[src/rtl/shift_sequencer_pkg.sv]
// rtl/shift_sequencer_pkg.sv - shared state encoding and step limit for the shift sequencer
package shift_sequencer_pkg;

    typedef enum logic [1:0] {
        ST_IDLE  = 2'd0,
        ST_SHIFT = 2'd1,
        ST_DONE  = 2'd2
    } seq_state_t;

    // Largest amount the 2-bit shift unit can apply in one pass.
    localparam int MAX_STEP = 3;

endpackage

[src/rtl/shift_sequencer.sv]
// rtl/shift_sequencer.sv - multi-cycle front end that splits a shift amount into steps of at most 3
module shift_sequencer #(
    parameter int N     = 8,
    parameter int AMT_W = $clog2(N)
) (
    input  logic             clk,
    input  logic             rst_n,
    input  logic             in_valid,
    output logic             in_ready,
    input  logic [N-1:0]     in_data,
    input  logic [AMT_W-1:0] in_amount,
    output logic [1:0]       shamt,
    output logic [N-1:0]     dataa,
    input  logic [N-1:0]     dataout,
    output logic             out_valid,
    input  logic             out_ready,
    output logic [N-1:0]     out_data,
    output logic             out_zero,
    output logic             busy
);

    import shift_sequencer_pkg::*;

    seq_state_t       state;
    logic [N-1:0]     acc;
    logic [AMT_W-1:0] remaining;
    logic [1:0]       step;

    always_comb begin
        step = remaining[1:0];
        if (remaining > AMT_W'(MAX_STEP)) begin
            step = 2'(MAX_STEP);
        end
    end

    always_ff @(posedge clk) begin
        if (!rst_n) begin
            state     <= ST_IDLE;
            acc       <= '0;
            remaining <= '0;
        end else begin
            case (state)
                ST_IDLE: begin
                    if (in_valid) begin
                        acc       <= in_data;
                        remaining <= in_amount;
                        state     <= (in_amount == '0) ? ST_DONE : ST_SHIFT;
                    end
                end
                ST_SHIFT: begin
                    acc       <= dataout;
                    remaining <= remaining - AMT_W'(step);
                    // The last step consumes whatever is left.
                    if (remaining == AMT_W'(step)) begin
                        state <= ST_DONE;
                    end
                end
                ST_DONE: begin
                    if (out_ready) begin
                        state <= ST_IDLE;
                    end
                end
                default: state <= ST_IDLE;
            endcase
        end
    end

    assign in_ready  = (state == ST_IDLE);
    assign busy      = (state != ST_IDLE);
    assign out_valid = (state == ST_DONE);
    assign shamt     = (state == ST_SHIFT) ? step : 2'd0;
    assign dataa     = acc;
    assign out_data  = acc;
    assign out_zero  = (acc == '0);

endmodule

[config.mk]
export PLATFORM = sky130hd
export DESIGN_NAME = shift_sequencer
export DESIGN_NICKNAME = d
export VERILOG_FILES = /design/src/rtl/shift_sequencer_pkg.sv /design/src/rtl/shift_sequencer.sv
export SDC_FILE = /design/constraint.sdc
export NUM_CORES = 1
export LEC_CHECK = 0
export ABC_AREA = 1
export BUFFER_PORTS_ARGS = -buffer_cell sky130_fd_sc_hd__buf_2
export CORE_UTILIZATION = 39
export CTS_CLUSTER_DIAMETER = 30
export CTS_CLUSTER_SIZE = 30
export DETAILED_ROUTE_END_ITERATION = 12
export PLACE_DENSITY = 0.68
export SYNTH_ARGS = -nofsm -noshare
export SYNTH_HDL_FRONTEND = slang
export SYNTH_SLANG_ARGS = --single-unit
[constraint.sdc]
create_clock -name clk -period 2.35 [get_ports clk]
set_clock_uncertainty 0.1 [all_clocks]
set_input_delay 0.47 -clock clk [delete_from_list [all_inputs] [get_ports clk]]
set_output_delay 0.47 -clock clk [all_outputs]
set_load 0.05 [all_outputs]
==> results.yml, run 1 <==
clocking:
  clk_transition_reported_paths_ps: 90
  clk_path_buf_depth: 2
  post_cts_resized: 0
  clkSinkCount: 13
  cts.htree.levels: 1
  clock_root_buffer: "clkbuf_4"
  cts.hold.buffers_added: 0
  post_cts_buffers: 0
  tritoncts_clock_tree: "done"
  clock_insertion_delay_worst_skew_ps: 280
  cts_inserted_buffers: 3
setup_path:
  critPathSlowestCell: "dfxtp_1"
  termination_of_the_worst_setup_path: "shamt[0]"
  cp_max_fo: 15
  slowest_delay_ps: 470
  critical_path.endpoint_type: "output pin"
  timing.reg2reg.worst_path_depth: 5
  worstSetupPathType: "reg -> out"
  critPathTopFamily: "flip-flops"
  timing.reg2reg.setup_slack_ps: 750
  instance_count_on_the_critical_path: 3
  timing.critical_path.arrival_ps: 1450
  worst-endpoint-required_ps: 1780
  rr_endpoint: "dataa[0]"
  crit_path_start: "state[0]"
  crit_chain: "nand2_2 > a21oi_1 > buf_2"
  r2r_start: "state[1]"
  cp-start-kind: "flop"
  path_buf_inv: 1
floorplan:
  floorplan.core_area_um2: 1962
  die_h_um: 47.91
  die_w_um: 47.91
  floorplan.initialDensity_pct: 41.90
  fp.dieArea_um2: 2295
  rows: 16
  top_level_ports: 45
yosys:
  ys.warnings.count: 0
  synth-seq-cells: 13
  syn_inst: 135
  nets_in_the_synthesized_netlist: 160
  synth.lib_cells_used.distinct: 16
  syn_area_per_cell_um2: 6.089
  netlist_area_um2: 822.0
  yosysSeqAreaShare_pct: 31.66
final_layout:
  filler_cell_count: 221
  nNetsFinal: 197
  antenna-diode-count: 0
  finalInstanceArea_um2: 1012
  drive_above_1_share_pct: 30.41
  syn2layout_area_growth_pct: 23.14
power:
  p_leak_nw: 0.5987
  power_density_nw_per_um2: 1155
  vdd_ir_drop_max_mv: 0.5132
  total_power_draw_mw: 1.169
routing:
  vias: 917
  drt-total-wl_mm: 2.005
  drtIter0Drc: 14
  drt-wirelength-per-cell_um: 10.13
  drt_first_pass_iters: 4
  antenna_violating_nets_post_route: 0
  drc: 0
  viasPerCell: 4.631
global_route:
  grt_antenna_before_repair: 0
  global_route_wire_length_before_repair_mm: 2.870
  grt_pass1_vias: 696
  grt_max_degree: 16
  grt_remaining_overflow: 0
  globalRouteTotalUtil_pct: 18.36
timing:
  timing.final.crit_period_ps: 2023
  timing.fmax_mhz: 494.4
  fin_tns_setup_ps: 0
  min_period_over_period_pct: 86.08
  tightestPinTransition_ps: 436.7
  final_max_slew_viol_count: 0
  setup_viol: 0
  timing_hold_violations_final: 0
  rsz0062_at_grt: "no"
  max_slew_margin_pct: 70.85
placement:
  hpwl_mm: 1.468
  port-buffer-count: 44
  dpl_cell_area_um2: 985.9
  gpl.final_weighted_congestion: 0.7848
outcome:
  status: "finished clean"
flow_run:
  maxCapViolations: 0
min_path:
  min_path_type: "in -> reg"
-- logic make-up (layout without fill, tap and decap cells) --
group / after synthesis / count (layout) / synth area share (%)
buf+inv: 22 / 58 / 15.52
simple gates: 83 / 83 / 40.64
fa+ha+maj: 2 / 2 / 3.044
compound gates: 15 / 15 / 9.132
flops: 13 / 13 / 31.66
-- registers in the layout (all words and copies together), names as in the netlist --
signal,flops
dataa,8
state,2
remaining,3
-- cells in the mapped netlist --
| master | n | area share [%] |
|---|---|---|
| a21oi_1 | 4 | 2.4 |
| inv_1 | 9 | 4.1 |
| buf_4 | 10 | 9.1 |
| inv_2 | 1 | 0.46 |
| nand3_1 | 4 | 2.4 |
| ha_1 | 2 | 3.0 |
| dfxtp_1 | 13 | 32 |
| nand4_1 | 1 | 0.76 |
| buf_6 | 1 | 1.4 |
| nor2_1 | 31 | 14 |
| nor2_2 | 1 | 0.76 |
| buf_1 | 1 | 0.46 |
| nor2_4 | 1 | 1.4 |
| nand2_1 | 43 | 20 |
| nand2_2 | 2 | 1.5 |
| o21ai_0 | 11 | 6.7 |
-- layout by cell type (no fill, tap or decap) --
master	instances
nand4_1	1
buf_2	44
nand3_1	4
nor2_4	1
dfxtp_1	13
inv_1	9
nand2_2	2
ha_1	2
nor2_2	1
o21ai_0	11
clkbuf_4	3
nor2_1	31
a21oi_1	4
clkbuf_1	1
nand2_1	43
inv_2	1
-- tightest hold or removal path, cell delays in order --
cell and delay, ps:
buf_2 70, nand2_1 40, nand2_1 50, nor2_1 30, nor2_1 80
-- cell type report --
cell class | instances | area, um^2 | area share (%)
multi-input cells | 100 | 434.2 | 42.89
flip-flops and latches | 13 | 260.3 | 25.71
repair buffers | 44 | 220.2 | 21.76
inverters | 10 | 37.54 | 3.708
well taps | 27 | 33.78 | 3.337
clock buffers | 4 | 26.28 | 2.596
-- metal layers --
metal | up-vias | global-route usage, % | wire length, um
met5 | - | 0 | 0
met4 | 0 | 12.78 | 42
met3 | 5 | 4.151 | 132
met2 | 39 | 29.19 | 884
met1 | 392 | 21.70 | 945
li1 | 481 | - | -
-- how the worst min path moves through the flow --
stage	startpoint	to	cells after the start	slack [ps]
4_1_cts	dataout[2]	dataa[2]	5	390
6_report	dataout[2]	dataa[2]	5	400
2_1_floorplan	remaining[0]	remaining[0]	2	380
3_5_place_dp	remaining[1]	remaining[1]	2	400
3_3_place_gp	remaining[0]	remaining[0]	2	400
5_1_grt	dataout[5]	dataa[5]	5	410
-- report_power, final --
group | internal, mW | switching (mW) | total (mW)
registers | 0.273 | 0.0481 | 0.321
logic | 0.163 | 0.539 | 0.703
clock network | 0.0659 | 0.0799 | 0.146
total | 0.502 | 0.667 | 1.17
-- per-stage QoR --
| stage | instances | utilization [%] | setup slack, ps | hold WS (ps) |
|---|---|---|---|---|
| after floorplan | 135 | - | 319.9 | 377.9 |
| after global placement | 194 | 50.26 | 707.7 | 398.0 |
| after detailed placement | 194 | 50.26 | 644.7 | 403.8 |
| after CTS | 198 | 51.59 | 317.4 | 386.2 |
| after global routing | 198 | 51.59 | 218.6 | 407.7 |
| final | 198 | 51.59 | 327.2 | 399.8 |
Note: power is estimated with default switching activity, not from simulation.
==> inputs of run 2 (changes only) <==
- CORE_UTILIZATION: 39 -> 30
- PLACE_DENSITY: 0.68 -> 0.54
==> results.yml, run 2 (same netlist as run 1, synthesis figures left out) <==
floorplan:
  floorplan.initialDensity_pct: 32.59
  floorplan.core_area_um2: 2522
  die_h_um: 54.35
  fp.dieArea_um2: 2953
  rows: 18
  die_w_um: 54.35
  top_level_ports: 45
clocking:
  cts_inserted_buffers: 3
  clkSinkCount: 13
  post_cts_buffers: 0
  clk_transition_reported_paths_ps: 80
  cts.htree.levels: 1
  clock_root_buffer: "clkbuf_4"
  cts.hold.buffers_added: 0
  tritoncts_clock_tree: "done"
  post_cts_resized: 0
  clock_insertion_delay_worst_skew_ps: 270
  clk_path_buf_depth: 2
setup_path:
  critPathTopFamily: "buffers and inverters"
  instance_count_on_the_critical_path: 4
  crit_chain: "inv_1 > nand2_2 > a21oi_1 > buf_2"
  termination_of_the_worst_setup_path: "shamt[0]"
  timing.reg2reg.worst_path_depth: 5
  cp-start-kind: "flop"
  worst-endpoint-required_ps: 1780
  critical_path.endpoint_type: "output pin"
  r2r_start: "state[1]"
  rr_endpoint: "dataa[6]"
  timing.critical_path.arrival_ps: 1470
  worstSetupPathType: "reg -> out"
  path_buf_inv: 2
  critPathSlowestCell: "dfxtp_1"
  cp_max_fo: 15
  slowest_delay_ps: 370
  crit_path_start: "state[1]"
  timing.reg2reg.setup_slack_ps: 770
timing:
  tightestPinTransition_ps: 504.2
  timing.final.crit_period_ps: 2039
  timing.fmax_mhz: 490.4
  rsz0062_at_grt: "no"
  hold-worst-slack_ps: 407.1
  max_slew_margin_pct: 66.35
  fin_tns_setup_ps: 0
  timing_hold_violations_final: 0
  final_critical_path_setup_slack_ps: 310.8
  min_period_over_period_pct: 86.77
  setup_viol: 0
  final_max_slew_viol_count: 0
final_layout:
  antenna-diode-count: 0
  finalInstanceArea_um2: 1016
  drive_above_1_share_pct: 30.41
  syn2layout_area_growth_pct: 23.59
  nNetsFinal: 197
  largest_register_ffs: 8
  final_core_utilization_pct: 40.28
  layout.cells.most_common_list: "44 x buf_2, 43 x nand2_1, 31 x nor2_1"
  final_cells: 201
  final_common_cell: "buf_2"
global_route:
  globalRouteTotalUtil_pct: 15.42
  grt_pass1_vias: 731
  grt_remaining_overflow: 0
  grt_antenna_before_repair: 0
  grt_max_degree: 16
  global_route_wire_length_before_repair_mm: 3.215
placement:
  place_inst: 197
  gpl.final_weighted_congestion: 0.7411
  port-buffer-count: 44
  place_worst_setup_slack_ps: 619.5
  hpwl_mm: 1.535
  dpl_cell_area_um2: 989.7
routing:
  viasPerCell: 4.488
  drc: 0
  drt-wirelength-per-cell_um: 10.12
  drt_first_pass_iters: 4
  drt-total-wl_mm: 2.035
  vias: 902
  antenna_violating_nets_post_route: 0
  drtIter0Drc: 23
flow_run:
  maxCapViolations: 0
power:
  vdd_ir_drop_max_mv: 0.4960
  power_density_nw_per_um2: 1141
  total_power_draw_mw: 1.159
  p_leak_nw: 0.5987
min_path:
  min_path_type: "in -> reg"
outcome:
  status: "finished clean"
==> run 2: cell counts in the layout (fill, tap and decap cells not counted) <==
No cell type changed its count.
==> run 2: area by class of cell <==
type | count | area [um^2]
Sequential cell | 13 | 260.3
Tap cell | 30 | 37.54
Fill cell | 295 | 1506
Multi-Input combinational cell | 100 | 434.2
Inverter | 10 | 37.54
Timing Repair Buffer | 44 | 220.2
Clock buffer | 4 | 26.28
==> run 2: worst min path at each step <==
| stage | from | end | slack [ps] | cells after the start |
|---|---|---|---|---|
| global route | in_amount[2] | remaining[2] | 420 | 5 |
| finish | dataout[3] | dataa[3] | 410 | 5 |
| floorplan | remaining[0] | remaining[0] | 380 | 2 |
| detailed placement | remaining[0] | remaining[0] | 410 | 2 |
| CTS | dataout[6] | dataa[6] | 400 | 5 |
| global placement | remaining[0] | remaining[0] | 400 | 2 |
==> run 2: worst min-delay path, stage by stage <==
cell and delay, ps:
buf_2 80, nand2_1 40, nand2_1 50, nor2_1 30, nor2_1 80
==> run 2: per-layer routing <==
metal  part of all wire [%]  routed length [um]  GRT usage [%]
met4                   0.49                  10          2.564
met5                      0                   0              0
met3                    8.0                 163          6.389
met2                     49                 989          24.59
met1                     43                 872          19.54
==> run 2: power by group <==
part / total (mW) / switching (mW) / internal (mW)
registers: 0.321 / 0.0487 / 0.273
clock network: 0.136 / 0.0698 / 0.0657
logic: 0.702 / 0.540 / 0.163
==> inputs of run 3 (changes only) <==
- CELL_PAD_IN_SITES_DETAIL_PLACEMENT: unset -> 1
- CELL_PAD_IN_SITES_GLOBAL_PLACEMENT: unset -> 1
- PLACE_DENSITY: 0.54 -> 0.79
==> results.yml, run 3 (same netlist as run 1, synthesis figures left out) <==
routing:
  drc: 0
  drt-wirelength-per-cell_um: 12.49
  vias: 932
  drt_first_pass_iters: 4
  viasPerCell: 4.637
  antenna_violating_nets_post_route: 0
  drt-total-wl_mm: 2.511
  drtIter0Drc: 9
clocking:
  clk_path_buf_depth: 2
  post_cts_buffers: 0
  clock_root_buffer: "clkbuf_4"
  clock_insertion_delay_worst_skew_ps: 270
  clkSinkCount: 13
  cts.htree.levels: 1
  cts_inserted_buffers: 3
  clk_transition_reported_paths_ps: 90
  post_cts_resized: 0
  tritoncts_clock_tree: "done"
  cts.hold.buffers_added: 0
power:
  total_switching_power_uw: 683.7
  power_report.internal_total_uw: 501.4
  p_leak_nw: 0.5987
  swShare_pct: 57.69
  power.clock.fraction_pct: 11.9
  p_comb_share_pct: 61.0
  power_density_nw_per_um2: 1166
  vdd_ir_drop_max_mv: 0.6656
  part_of_the_power_in_registers_pct: 27.1
flow_run:
  maxCapViolations: 0
floorplan:
  die_w_um: 54.35
  fp.dieArea_um2: 2953
  floorplan.core_area_um2: 2522
  floorplan.initialDensity_pct: 32.59
  top_level_ports: 45
  rows: 18
  die_h_um: 54.35
global_route:
  grt_antenna_before_repair: 0
  globalRouteTotalUtil_pct: 19.02
  grt_remaining_overflow: 0
  grt_max_degree: 16
  global_route_wire_length_before_repair_mm: 3.960
  grt_pass1_vias: 935
final_layout:
  final_common_cell: "buf_2"
  layout.cells.most_common_list: "44 x buf_2, 43 x nand2_1, 31 x nor2_1"
  nNetsFinal: 197
  largest_register_ffs: 8
  filler_cell_count: 379
  drive_above_1_share_pct: 30.41
  syn2layout_area_growth_pct: 23.59
  antenna-diode-count: 0
setup_path:
  slowest_delay_ps: 480
  cp-start-kind: "flop"
  critPathTopFamily: "flip-flops"
  worst-endpoint-required_ps: 1780
  path_buf_inv: 1
  crit_chain: "nand2_2 > a21oi_1 > buf_2"
  r2r_start: "state[1]"
  timing.reg2reg.worst_path_depth: 5
  timing.reg2reg.setup_slack_ps: 730
  critPathSlowestCell: "dfxtp_1"
  rr_endpoint: "dataa[4]"
  worstSetupPathType: "reg -> out"
  cp_max_fo: 15
  timing.critical_path.arrival_ps: 1480
  critical_path.endpoint_type: "output pin"
min_path:
  min_path_type: "in -> reg"
  min_to: "dataa[5]"
  hold-path-cell-count: 5
  hold_path.startpoint: "dataout[5]"
timing:
  hold-worst-slack_ps: 408.7
  min_period_over_period_pct: 87.43
  timing.fmax_mhz: 486.7
  final_max_slew_viol_count: 0
  setup_viol: 0
  max_slew_margin_pct: 66.67
  tightestPinTransition_ps: 499.5
  timing.final.crit_period_ps: 2055
  timing_hold_violations_final: 0
  fin_tns_setup_ps: 0
  rsz0062_at_grt: "no"
outcome:
  status: "finished clean"
placement:
  port-buffer-count: 44
  hpwl_mm: 1.992
  gpl.final_weighted_congestion: 0.8179
==> run 3: cell type report <==
class	count	area, um^2	area share (%)
multi-input combinational	100	434.2	42.73
tap	30	37.54	3.695
clock buffer	4	26.28	2.586
timing repair buffer	44	220.2	21.67
inverter	10	37.54	3.695
sequential	13	260.3	25.62
==> run 3: per-layer routing <==
metal	vias up	wire (um)	global-route usage (%)
met5	-	0	0
met4	0	29	7.265
met3	4	110	2.778
li1	479	-	-
met2	24	1336	35.16
met1	425	1035	21.62
==> run 3: how the worst max path moves through the flow <==
stage / from / endpoint / slack (ps) / cells past startpoint
finish: state[0] / shamt[0] / 300 / 3
global route: state[1] / shamt[0] / 210 / 4
CTS: state[0] / shamt[0] / 290 / 3
detailed placement: state[1] / shamt[0] / 610 / 4
global placement: state[0] / shamt[1] / 690 / 3
floorplan: state[0] / shamt[0] / 320 / 3
==> run 3: stage by stage <==
stage          total power, mW  utilization [%]  setup WS, ps  area, um^2  std cells
5_1_grt                  1.272            40.28         209.3        1016        201
4_1_cts                  1.197            40.28         290.5        1016        201
2_1_floorplan           0.9320                -         319.9       822.0        135
3_5_place_dp             1.053            39.24         607.8       989.7        197
3_3_place_gp             1.026            39.24         694.7       989.7        197
6_report                 1.185            40.28         295.4        1016        201
==> run 3: power by group through the flow <==
stage               combinational (mW)  sequential, mW  clock, mW
floorplan                        0.499           0.433          0
global placement                 0.703           0.322          0
detailed placement               0.726           0.326          0
CTS                              0.730           0.322      0.144
global route                     0.791           0.330      0.151
finish                           0.723           0.321      0.141
==> run 3: tightest hold or removal path, delay by kind of cell <==
family        cells  cell delay (ps)
simple gates      4              200
buf+inv           1               70
